### src/rtl/branch_predict_unit.sv
`default_nettype none
// ============================================================================
// Module   : branch_predict_unit
// Function : PC-indexed 2-bit BHT predictor with registered branch resolve,
//            BHT training and saturating branch/mispredict statistics.
// Revision : 1.0 - initial release
// ============================================================================
module branch_predict_unit #(
  parameter int WIDTH     = 32,
  parameter int PC_W      = 32,
  parameter int BHT_DEPTH = 64,
  parameter int STAT_W    = 32
) (
  input  logic              clk,
  input  logic              rst,
  input  logic [PC_W-1:0]   lookup_pc,
  output logic              pred_taken,
  input  logic              res_valid,
  input  logic [PC_W-1:0]   res_pc,
  input  logic [2:0]        res_type,
  input  logic [WIDTH-1:0]  res_a,
  input  logic [WIDTH-1:0]  res_b,
  input  logic              res_pred_taken,
  output logic              done,
  output logic              taken,
  output logic              mispredict,
  input  logic              clear_stats,
  output logic [STAT_W-1:0] branch_count,
  output logic [STAT_W-1:0] mispredict_count
);

  localparam int IDX_W = $clog2(BHT_DEPTH);

  localparam logic [2:0] BR_NONE = 3'd0;
  localparam logic [2:0] BR_BEQ  = 3'd1;
  localparam logic [2:0] BR_BNE  = 3'd2;
  localparam logic [2:0] BR_BLEZ = 3'd3;
  localparam logic [2:0] BR_BGTZ = 3'd4;
  localparam logic [2:0] BR_BLTZ = 3'd5;
  localparam logic [2:0] BR_BGEZ = 3'd6;

  localparam logic [STAT_W-1:0] STAT_MAX = {STAT_W{1'b1}};
  localparam logic [STAT_W-1:0] STAT_ONE = STAT_W'(1);

  logic [1:0]        r_bht [BHT_DEPTH];
  logic              r_done;
  logic              r_taken;
  logic              r_mispredict;
  logic [STAT_W-1:0] r_branch_count;
  logic [STAT_W-1:0] r_mispredict_count;

  logic [IDX_W-1:0]  w_lookup_idx;
  logic [IDX_W-1:0]  w_res_idx;
  logic              w_is_branch;
  logic              w_cond;
  logic              w_real;
  logic              w_mis;
  logic              w_a_neg;
  logic              w_a_zero;
  logic              w_unused_bits;

  assign w_lookup_idx = lookup_pc[IDX_W+1:2];
  assign w_res_idx    = res_pc[IDX_W+1:2];
  assign w_unused_bits = ^{lookup_pc, res_pc};

  // Read before any same-cycle update: the trained value appears next cycle.
  assign pred_taken = r_bht[w_lookup_idx][1];

  assign w_a_neg  = res_a[WIDTH-1];
  assign w_a_zero = (res_a == '0);

  always_comb begin
    w_is_branch = 1'b1;
    w_cond      = 1'b0;
    case (res_type)
      BR_BEQ:  w_cond = (res_a == res_b);
      BR_BNE:  w_cond = (res_a != res_b);
      BR_BLEZ: w_cond = w_a_neg | w_a_zero;
      BR_BGTZ: w_cond = ~w_a_neg & ~w_a_zero;
      BR_BLTZ: w_cond = w_a_neg;
      BR_BGEZ: w_cond = ~w_a_neg;
      default: w_is_branch = 1'b0;
    endcase
  end

  assign w_real = res_valid & w_is_branch;
  assign w_mis  = w_real & (w_cond != res_pred_taken);

  always_ff @(posedge clk) begin
    if (rst) begin
      for (int i = 0; i < BHT_DEPTH; i++) begin
        r_bht[i] <= 2'b01;
      end
    end else if (w_real) begin
      if (w_cond) begin
        if (r_bht[w_res_idx] != 2'b11) r_bht[w_res_idx] <= r_bht[w_res_idx] + 2'd1;
      end else begin
        if (r_bht[w_res_idx] != 2'b00) r_bht[w_res_idx] <= r_bht[w_res_idx] - 2'd1;
      end
    end
  end

  always_ff @(posedge clk) begin
    if (rst) begin
      r_done       <= 1'b0;
      r_taken      <= 1'b0;
      r_mispredict <= 1'b0;
    end else begin
      r_done       <= res_valid;
      r_taken      <= w_real & w_cond;
      r_mispredict <= w_mis;
    end
  end

  // Clear wins over a same-cycle increment.
  always_ff @(posedge clk) begin
    if (rst || clear_stats) begin
      r_branch_count     <= '0;
      r_mispredict_count <= '0;
    end else begin
      if (w_real && (r_branch_count != STAT_MAX))
        r_branch_count <= r_branch_count + STAT_ONE;
      if (w_mis && (r_mispredict_count != STAT_MAX))
        r_mispredict_count <= r_mispredict_count + STAT_ONE;
    end
  end

  assign done             = r_done;
  assign taken            = r_taken;
  assign mispredict       = r_mispredict;
  assign branch_count     = r_branch_count;
  assign mispredict_count = r_mispredict_count;

endmodule
`default_nettype wire

### config.mk
export PLATFORM = sky130hd
export DESIGN_NAME = branch_predict_unit
export DESIGN_NICKNAME = d
export VERILOG_FILES = /design/src/rtl/branch_predict_unit.sv
export SDC_FILE = /design/constraint.sdc
export NUM_CORES = 1
export LEC_CHECK = 0
export ABC_CLOCK_PERIOD_IN_PS = 5350
export CORE_UTILIZATION = 40
export CTS_CLUSTER_DIAMETER = 40
export CTS_CLUSTER_SIZE = 40
export DETAILED_ROUTE_END_ITERATION = 6
export SYNTH_ARGS = -nofsm -noshare
export SYNTH_HDL_FRONTEND = slang
export SYNTH_SLANG_ARGS = --single-unit
### constraint.sdc
create_clock -name clk -period 5.35 [get_ports clk]
set_input_delay 0.535 -clock clk [delete_from_list [all_inputs] [get_ports clk]]
set_output_delay 0.535 -clock clk [all_outputs]
set_load 0.01 [all_outputs]
### Word level (Yosys, flattened, before mapping)

Memories as Yosys holds them, arrays and structs flattened.
Cells that the tools add are included.

* bits in registers: 67
* RAM bits: 128
* input port bits: 136
* output and inout bits: 68
* word-level logic and storage cells: 55
* memories kept: 1

* add/subtract/negate cells: 4
* eq/ne operators: 12
* muxes and demuxes: 18
* bitwise logic cells: 8
* reductions and logical operators: 7

Memories
* r_bht: words 64, bits a word 2, read ports 2, clocked after Yosys merged registers in 0, wr ports 64, line 45 `logic [1:0] r_bht [BHT_DEPTH];`

Operators with widths (number)
* 32-bit by 1-bit adder with 32-bit output, second input constant: 2
* 32-bit != test, second input constant: 2
* 32-bit equality test: 1
* 32-bit logical NOT: 1
* 32-bit != test: 1
* 1-bit two-way mux: 14
* 3-bit equality test, second input constant: 3
* 3-bit by 2-bit equality test with 1-bit output, second input constant: 2
* 6-bit two-way mux: 1
* 1-bit one-hot mux with 6 select lines: 1
* 6-bit OR reduction: 1
* 1-bit bitwise AND: 4
* 2-bit two-way mux: 2
* 3-bit by 1-bit equality test with 1-bit output, second input constant: 1
* 2-bit by 1-bit adder with 2-bit output, second input constant: 1
* 1-bit logical AND: 2
* 2-bit != test, second input constant: 1
* 1-bit inverter: 2
* 1-bit bitwise OR: 2
* 2-bit nonzero test: 1
* 2-bit OR reduction: 1
* 2-bit by 1-bit subtractor with 2-bit output, second input constant: 1
* 1-bit logical OR: 1
* 1-bit != test: 1

### Depth between registers and ports, before layout

Gate-level depths: netlist of run 1.

* depth after elaboration: 11
* gate-level depth with buffers: 13

### Least setup slack after synthesis of run 1

OpenSTA, ideal clock, no wires.

* path kind: input-to-output
* start point: in lookup_pc[2]
* end point: out pred_taken
* arrival: 2.975 ns
* data required time: 4.815 ns
* path slack: 1.840 ns
* cell stages on the path: 5
* path buffers: 2
* cells stage by stage: clkbuf_1 -> buf_1 -> mux4_2 -> mux4_2 -> mux4_2

* longest elaborated chain between the ends: 1

Ends and longest elaborated chain
* start, declared: line 16 `input logic [PC_W-1:0] lookup_pc,`
* memory 64 x 2 bit
* end, declared: line 17 `output logic pred_taken,`

No other way between the ends.

### Final worst setup path of run 1

Ends and elaborated chain as after synthesis.

==> results of run 1 <==
==> cell usage in the layout (no fill, tap or decap), types with 4 or more instances in the layout <==
| cell | synthesis | final |
|---|---|---|
| sky130_fd_sc_hd__o21bai_1 | 32 | 32 |
| sky130_fd_sc_hd__a22oi_1 | 6 | 6 |
| sky130_fd_sc_hd__or2_2 | 5 | 5 |
| sky130_fd_sc_hd__nand3_1 | 73 | 73 |
| sky130_fd_sc_hd__nand4b_1 | 5 | 5 |
| sky130_fd_sc_hd__a21oi_1 | 27 | 27 |
| sky130_fd_sc_hd__a221oi_1 | 8 | 8 |
| sky130_fd_sc_hd__o211ai_1 | 5 | 5 |
| sky130_fd_sc_hd__nor2b_1 | 7 | 7 |
| sky130_fd_sc_hd__and4_1 | 7 | 7 |
| sky130_fd_sc_hd__nor2_1 | 125 | 125 |
| sky130_fd_sc_hd__dfxtp_1 | 67 | 67 |
| sky130_fd_sc_hd__nor3b_1 | 4 | 4 |
| sky130_fd_sc_hd__o21ai_0 | 27 | 27 |
| sky130_fd_sc_hd__and3_1 | 13 | 13 |
| sky130_fd_sc_hd__nand2_1 | 120 | 120 |
| sky130_fd_sc_hd__buf_4 | 1 | 22 |
| sky130_fd_sc_hd__clkdlybuf4s50_1 | 0 | 148 |
| sky130_fd_sc_hd__or3_1 | 23 | 23 |
| sky130_fd_sc_hd__a31o_2 | 4 | 4 |
| sky130_fd_sc_hd__and2_1 | 9 | 9 |
| sky130_fd_sc_hd__nor4_1 | 21 | 21 |
| sky130_fd_sc_hd__nand3b_1 | 9 | 9 |
| sky130_fd_sc_hd__clkbuf_16 | 0 | 17 |
| sky130_fd_sc_hd__mux2i_1 | 31 | 31 |
| sky130_fd_sc_hd__nand4_1 | 20 | 20 |
| sky130_fd_sc_hd__mux2_2 | 14 | 14 |
| sky130_fd_sc_hd__inv_6 | 0 | 5 |
| sky130_fd_sc_hd__a31oi_1 | 8 | 8 |
| sky130_fd_sc_hd__xnor2_1 | 12 | 12 |
| sky130_fd_sc_hd__a21o_1 | 32 | 32 |
| sky130_fd_sc_hd__inv_1 | 11 | 11 |
| sky130_fd_sc_hd__nor3_2 | 2 | 6 |
| sky130_fd_sc_hd__nor3_1 | 48 | 44 |
| sky130_fd_sc_hd__xor2_1 | 54 | 54 |
| sky130_fd_sc_hd__edfxtp_1 | 128 | 128 |
| sky130_fd_sc_hd__clkinv_8 | 0 | 5 |
| sky130_fd_sc_hd__mux4_2 | 33 | 33 |
==> state kept, by name, summed over array words and instances, names as in the netlist <==
name              flops
r_bht               128
branch_count         32
mispredict_count     32
done                  1
mispredict            1
taken                 1
==> final cells by class <==
type / count / area [um2] / share of cell area (%)
multi-input cells: 820 / 5530 / 40.9
flip-flops and latches: 195 / 5180 / 38.3
repair buffers: 175 / 1700 / 12.6
well taps: 372 / 465 / 3.44
clock buffers: 17 / 425 / 3.14
clock inverters: 15 / 175 / 1.29
inverters: 12 / 45.0 / 0.333
==> metrics by stage <==
step	setup WS [ps]	std cells	cell area [um2]	hold slack [ps]
6_report	1360	1606	13500	494
5_1_grt	1160	1606	13500	525
4_1_cts	1360	1606	13500	495
3_5_place_dp	993	1574	12900	478
3_3_place_gp	1030	1574	12900	475
2_1_floorplan	1840	1109	11100	495
==> synthesized netlist by cell type (all sizes together) (20+ instances only) <==
| cell | n |
|---|---|
| a21o | 32 |
| a21oi | 27 |
| buf | 45 |
| clkbuf | 37 |
| dfxtp | 67 |
| edfxtp | 128 |
| mux2i | 32 |
| mux4 | 33 |
| nand2 | 120 |
| nand3 | 73 |
| nand4 | 20 |
| nor2 | 126 |
| nor3 | 50 |
| nor4 | 22 |
| o21ai | 28 |
| o21bai | 32 |
| or3 | 23 |
| xor2 | 54 |
==> routing by layer <==
metal | vias up | share of wire, % | wire [um]
met5 | - | 0.025 | 8
met1 | 4450 | 44 | 13800
met2 | 322 | 48 | 15100
met4 | 2 | 1.7 | 541
met3 | 44 | 6.9 | 2170
li1 | 4318 | - | -
==> worst reg2reg max path: cells and delay by family, from the launching register on <==
family,cells,cell delay [ps]
compound gates,5,1350
buf+inv,1,400
flops,1,410
mux,2,670
simple gates,1,240
==> path summary, 6_finish.rpt <==
path	from	endpoint	slack (ps)	depth (start not counted)
max	lookup_pc[2]	pred_taken	1360	6
min	mispredict_count[27]$_SDFFE_PP0P_	mispredict_count[27]$_SDFFE_PP0P_	490	2
max reg2reg	r_bht[58][1]$_SDFFCE_PN0P_	r_bht[2][1]$_SDFFCE_PN0P_	1990	9
min reg2reg	mispredict_count[27]$_SDFFE_PP0P_	mispredict_count[27]$_SDFFE_PP0P_	490	2
==> power groups by stage <==
stage	Clock [mW]	Combinational, mW	Sequential [mW]
global placement	0	0.496	1.66
finish	1.31	0.502	1.63
floorplan	0	0.310	1.66
CTS	1.33	0.501	1.63
detailed placement	0	0.500	1.67
global route	1.38	0.533	1.63
==> logic make-up (layout without fill, tap and decap cells) <==
| logic type | count (synthesis) | count (layout) | share of synthesized area, % |
|---|---|---|---|
| and+or+nand+nor | 504 | 504 | 22.4 |
| muxes | 79 | 79 | 11.1 |
| buffers and inverters | 94 | 219 | 3.85 |
| adders and majority gates | 2 | 2 | 0.225 |
| DFF | 195 | 195 | 46.7 |
| xor gates and xnor gates | 66 | 66 | 5.20 |
| AOI/OAI and AO/OA | 169 | 169 | 10.5 |
==> impl_results.md, run 1 <==
- Worst relative slew slack: 29.2%
- Largest net degree at the start of global routing: 65
- Fin crit period: 3990 ps
- Routed wirelength normalized by instance count: 19.6 um
- Grt met1 use: 29.9%
- Number of global-route vias before repair: 8822
- Syn Inst Count: 1109
- Syn avg cell area: 10.0 um2
- Leading post-synthesis cells by cell area: sky130_fd_sc_hd__edfxtp_1 (35%), sky130_fd_sc_hd__dfxtp_1 (12%), sky130_fd_sc_hd__mux4_2 (6.7%)
- Number of buffers inserted by port buffering: 151
- Layout-stage area growth over the synthesis result: 21.8%
- Status: finished, final reports clean
- Data required time of the worst path: 4820 ps
- DRT Pass-1 Iters: 5
- Count of endpoints failing setup in the final report: 0
- H-tree levels: 4
- Maximum fanout along the worst path: 16
- Max-cap violation count: 0
- Routability Congestion: 0.825
- Initial antenna violation count: 1
- Power Internal: 2.45 mW
- Detailed Route WL: 31600 um
- Leakage power figure: 4.26 nW
- Most used flip-flop cell after synthesis: sky130_fd_sc_hd__edfxtp_1
- HPWL after DPL: 21100 um
- Via/cell ratio: 5.69
- Critical path data arrival time: 3450 ps
- Die area: 28400 um2
- CTS tree: built
- Number of rows in the core area: 60
- GRT Residual Overflow: 0
- Worst hold path type: reg2reg
- Clk sink count: 195
- Setup total negative slack: 0 ps
- Initial Util: 41.0%
- Switching power: 1.00 mW
- Maximum VDD drop: 235 uV
- Portion of the post-synthesis area used by sequential elements: 46.7%
- Post-Synthesis Cell Area: 11100 um2
- Clock buffer count from CTS: 17
- Synthesized Nets: 1247
- Power consumption: 3.45 mW
- Deepest clock path buffer count: 2
- Post-route clock period utilization: 74.5%
- Startpoint type of the worst setup path: input pin
- Post_cts resized: 0
- DRC violation total after the first TritonRoute iteration: 778
- Slew of the pin with the lowest slew margin: 1060 ps
- Number of nets in the final layout: 1359
- DRT antenna net count: 0
- Most Used Layer, Global Route: met2
- Kind of cell with the highest combined delay on the critical path: multiplexers
- Power share of the clock group: 38.1%
- Final design utilization: 49.9%
- Fraction of registers with async set or reset after synthesis: 0%
- Pwr dens: 255 nW/um2
- Post-synth EDFFs: 128
- Number of max-slew violations in the final report: 0
- Vert. Die Dim: 169 um
- Portion of total power attributed to sequential cells: 47.3%
- Top Ports: 204
- Synth warnings: 0
- Synth area leader: sky130_fd_sc_hd__edfxtp_1
- Sequence of cells on the critical path: clkdlybuf4s50_1 > buf_4 > mux4_2 > mux4_2 > mux4_2 > clkdlybuf4s50_1
- CTS clk-pin slew, worst paths: 70 ps
- Overall track demand over capacity in global routing: 22.5%
- Peak per-stage delay on the critical path: 590 ps
- Residual DRC count: 0
- Combinational group share of total power: 14.6%
- Area of the core: 27100 um2
- Count of state elements after synthesis: 195
- FMAX: 251 MHz
- GR Util met2: 37.5%
- Classification of the worst setup path: in2out
- Total number of vias: 9136
- Die W: 169 um
- Cell with the biggest individual delay on the critical path: sky130_fd_sc_hd__mux4_2
- Hold Vio Cnt, Final: 0
- Number of buffer and inverter instances along the worst setup path: 3
- RSZ-0062 raised after global routing: false
- Clk root buf: sky130_fd_sc_hd__clkbuf_16
- Crit. End Element: primary output
- Number of different library cells in the post-synthesis netlist: 64
- GR Layer Usage met3: 4.42%
- Filler Cells Inserted: 2488
- Proportion of netlist area held by the largest area contributor: 34.6%
- Worst clock skew: 13.3 ps
- Wire length of the first global-routing pass: 49300 um
- Postcts setup bufs: 0
- Switching power share of the total: 29.0%
- Insertion delay to the later sink of the worst-skew pair: 450 ps
- Post-CTS Hold Fix Bufs: 0
- Cell seen most often among critical-path stages: sky130_fd_sc_hd__mux4_2
- ANT cells: 0
- Ratio of cells with drive above 1 in the final layout: 10.7%
No activity file was read; power rests on OpenSTA's default activity.
==> run 2: changes to the inputs <==
- ABC_CLOCK_PERIOD_IN_PS: 5350 -> 4000
- clock period: 5.35 -> 4 ns (I/O delays scaled with it)
==> run 2 against run 1 <==
- critical path depth stayed put
- register-to-register slack worse by 1200 ps
- highest routed layer is now met4
- die area is the same
==> impl_results.md, run 2 (synthesis gave the netlist of run 1 again) <==
- Maximum fanout along the worst path: 16 (unchanged)
- DRC violation total after the first TritonRoute iteration: 620 (-20%)
- Hold Path Depth: 2 (unchanged)
- Top routing layer used: met4
- Top Ports: 204 (unchanged)
- Pwr dens: 336 nW/um2 (+32%)
- Maximum VDD drop: 266 uV (+13%)
- Worst r2r src: r_bht[60][1]$_SDFFCE_PN0P_
- Routed wl met3: 2000 um (-8.0%)
- Fin crit period: 3550 ps
- Filler Cells Inserted: 2442 (-1.8%)
- Hold Vio Cnt, Final: 0 (unchanged)
- Die area: 28400 um2 (unchanged)
- Post_cts resized: 0 (unchanged)
- Slew of the pin with the lowest slew margin: 915 ps (-143 ps)
- Number of buffers inserted by port buffering: 151 (unchanged)
- Status: finished, final reports clean
- Cell count of the worst reg-to-reg path: 9 (unchanged)
- Post-route clock period utilization: 88.8%
- RSZ-0062 raised after global routing: false
- Routed length on met2: 15500 um (+2.7%)
- Layout-stage area growth over the synthesis result: 23.6%
- Classification of the worst setup path: in2out
- Number of global-route vias before repair: 8812 (-0.11%)
- DRT antenna net count: 0 (unchanged)
- Wire length of the first global-routing pass: 49700 um (+0.66%)
- Clock buffer count from CTS: 17 (unchanged)
- Initial Util: 41.0% (unchanged)
- Insertion delay to the later sink of the worst-skew pair: 440 ps (about the same)
- Number of flip-flops in the largest register: 128 (unchanged)
- Number of max-slew violations in the final report: 0 (unchanged)
- Data required time of the worst path: 3600 ps (-1220 ps)
- Postcts setup bufs: 0 (unchanged)
- Vert. Die Dim: 169 um (unchanged)
- Register-to-register setup slack: 750 ps (-1240 ps)
- Number of nets in the final layout: 1382 (+1.7%)
- Max-cap violation count: 0 (unchanged)
- Via/cell ratio: 5.61 (-1.3%)
- HPWL after DPL: 22100 um (+4.8%)
- Initial antenna violation count: 0 (-1)
- Leading cell types in the layout, fill and taps excluded: sky130_fd_sc_hd__clkdlybuf4s50_1 (148), sky130_fd_sc_hd__edfxtp_1 (128), sky130_fd_sc_hd__nor2_1 (125)
- Count of endpoints failing setup in the final report: 0 (unchanged)
- Critical path data arrival time: 3150 ps (-300 ps)
- Most common library cell in the layout ignoring fill and taps: sky130_fd_sc_hd__clkdlybuf4s50_1
- Setup total negative slack: 0 ps (unchanged)
- Routability Congestion: 0.888 (+7.6%)
- Total number of vias: 9145 (+0.099%)
- Critical hold path startpoint: mispredict_count[27]$_SDFFE_PP0P_
- FMAX: 282 MHz
- H-tree levels: 4 (unchanged)
- Number of rows in the core area: 60 (unchanged)
- Clk sink count: 195 (unchanged)
- Dpl cells: 1597 (+1.5%)
- DRT Pass-1 Iters: 5 (unchanged)
- Worst hold path type: reg2reg
- Post-CTS Hold Fix Bufs: 0 (unchanged)
- Crit. End Element: primary output
- Deepest clock path buffer count: 2 (unchanged)
- Metal1 wirelength: 13700 um (-0.39%)
- Startpoint type of the worst setup path: input pin
- Worst clock skew: 15.5 ps (+2.15 ps)
- Residual DRC count: 0 (unchanged)
- ANT cells: 0 (unchanged)
- Post-route non-filler standard cell count: 1629 (+1.4%)
- Clk root buf: sky130_fd_sc_hd__clkbuf_16
- Area of the core: 27100 um2 (unchanged)
- Routed wirelength normalized by instance count: 19.6 um (-0.44%)
- Die W: 169 um (unchanged)
- Overall track demand over capacity in global routing: 22.7% (+0.22 points)
- CTS tree: built
- Worst relative slew slack: 38.7% (+9.5 points)
- Largest net degree at the start of global routing: 65 (unchanged)
- Worst min-delay path endpoint: mispredict_count[27]$_SDFFE_PP0P_
- Largest reg by FF count: r_bht
- Detailed Route WL: 31900 um (+0.99%)
- Worst reg2reg path endpoint: r_bht[1][0]$_SDFFCE_PN1P_
- Ratio of cells with drive above 1 in the final layout: 12.3% (+1.6 points)
- Leakage power figure: 4.38 nW (+2.9%)
- CTS clk-pin slew, worst paths: 80 ps (about the same)
- GRT Residual Overflow: 0 (unchanged)
## run 2: how the worst max path moves through the flow
stage                            start                    endpoint  slack (ps)  cells past startpoint
final                     lookup_pc[2]                  pred_taken         450                      6
after floorplan           lookup_pc[2]                  pred_taken         760                      5
after global routing      lookup_pc[2]                  pred_taken         380                      6
after global placement       res_pc[2]  r_bht[11][1]$_SDFFCE_PN0P_         250                     10
after CTS                 lookup_pc[2]                  pred_taken         430                      6
after detailed placement     res_pc[2]   r_bht[9][1]$_SDFFCE_PN0P_         240                     10
## run 2: metrics by stage
step           power [mW]  util [%]  setup WS, ps  hold slack [ps]  area [um2]
2_1_floorplan        2.64         -           760              495       11100
3_3_place_gp         2.92      48.5           250              475       13100
3_5_place_dp         2.93      48.5           236              486       13100
4_1_cts              4.64      50.7           429              500       13700
5_1_grt              4.77      50.7           381              530       13700
6_report             4.62      50.7           448              495       13700
## run 2: per-layer routing
metal	vias to the layer above	global-route usage, %
met5	-	0
met4	0	7.35
met3	49	4.28
met2	285	37.6
met1	4450	30.0
li1	4361	-
## run 2: layout make-up
| type | instances | area, um2 | area share (%) |
|---|---|---|---|
| multi-input combinational | 820 | 5520 | 40.2 |
| sequential | 195 | 5180 | 37.8 |
| timing repair buffer | 198 | 1920 | 14.0 |
| tap | 372 | 465 | 3.39 |
| clock buffer | 19 | 454 | 3.31 |
| clock inverter | 13 | 131 | 0.957 |
| inverter | 12 | 45.0 | 0.328 |
## run 2: power breakdown
group / internal, mW / switching (mW)
sequential: 2.16 / 0.0181
combinational: 0.284 / 0.416
clock: 0.873 / 0.861
## run 2: worst max-delay path, cell delays in order
cell,delay (ps)
sky130_fd_sc_hd__clkdlybuf4s50_1,510
sky130_fd_sc_hd__buf_12,210
sky130_fd_sc_hd__mux4_2,560
sky130_fd_sc_hd__mux4_2,510
sky130_fd_sc_hd__mux4_2,470
sky130_fd_sc_hd__clkdlybuf4s50_1,490
==> run 3: changes to the inputs <==
- ABC_AREA: not set -> 0
==> results of run 3 <==
No change in the layout: final DEF, timing and power equal those of run 2.
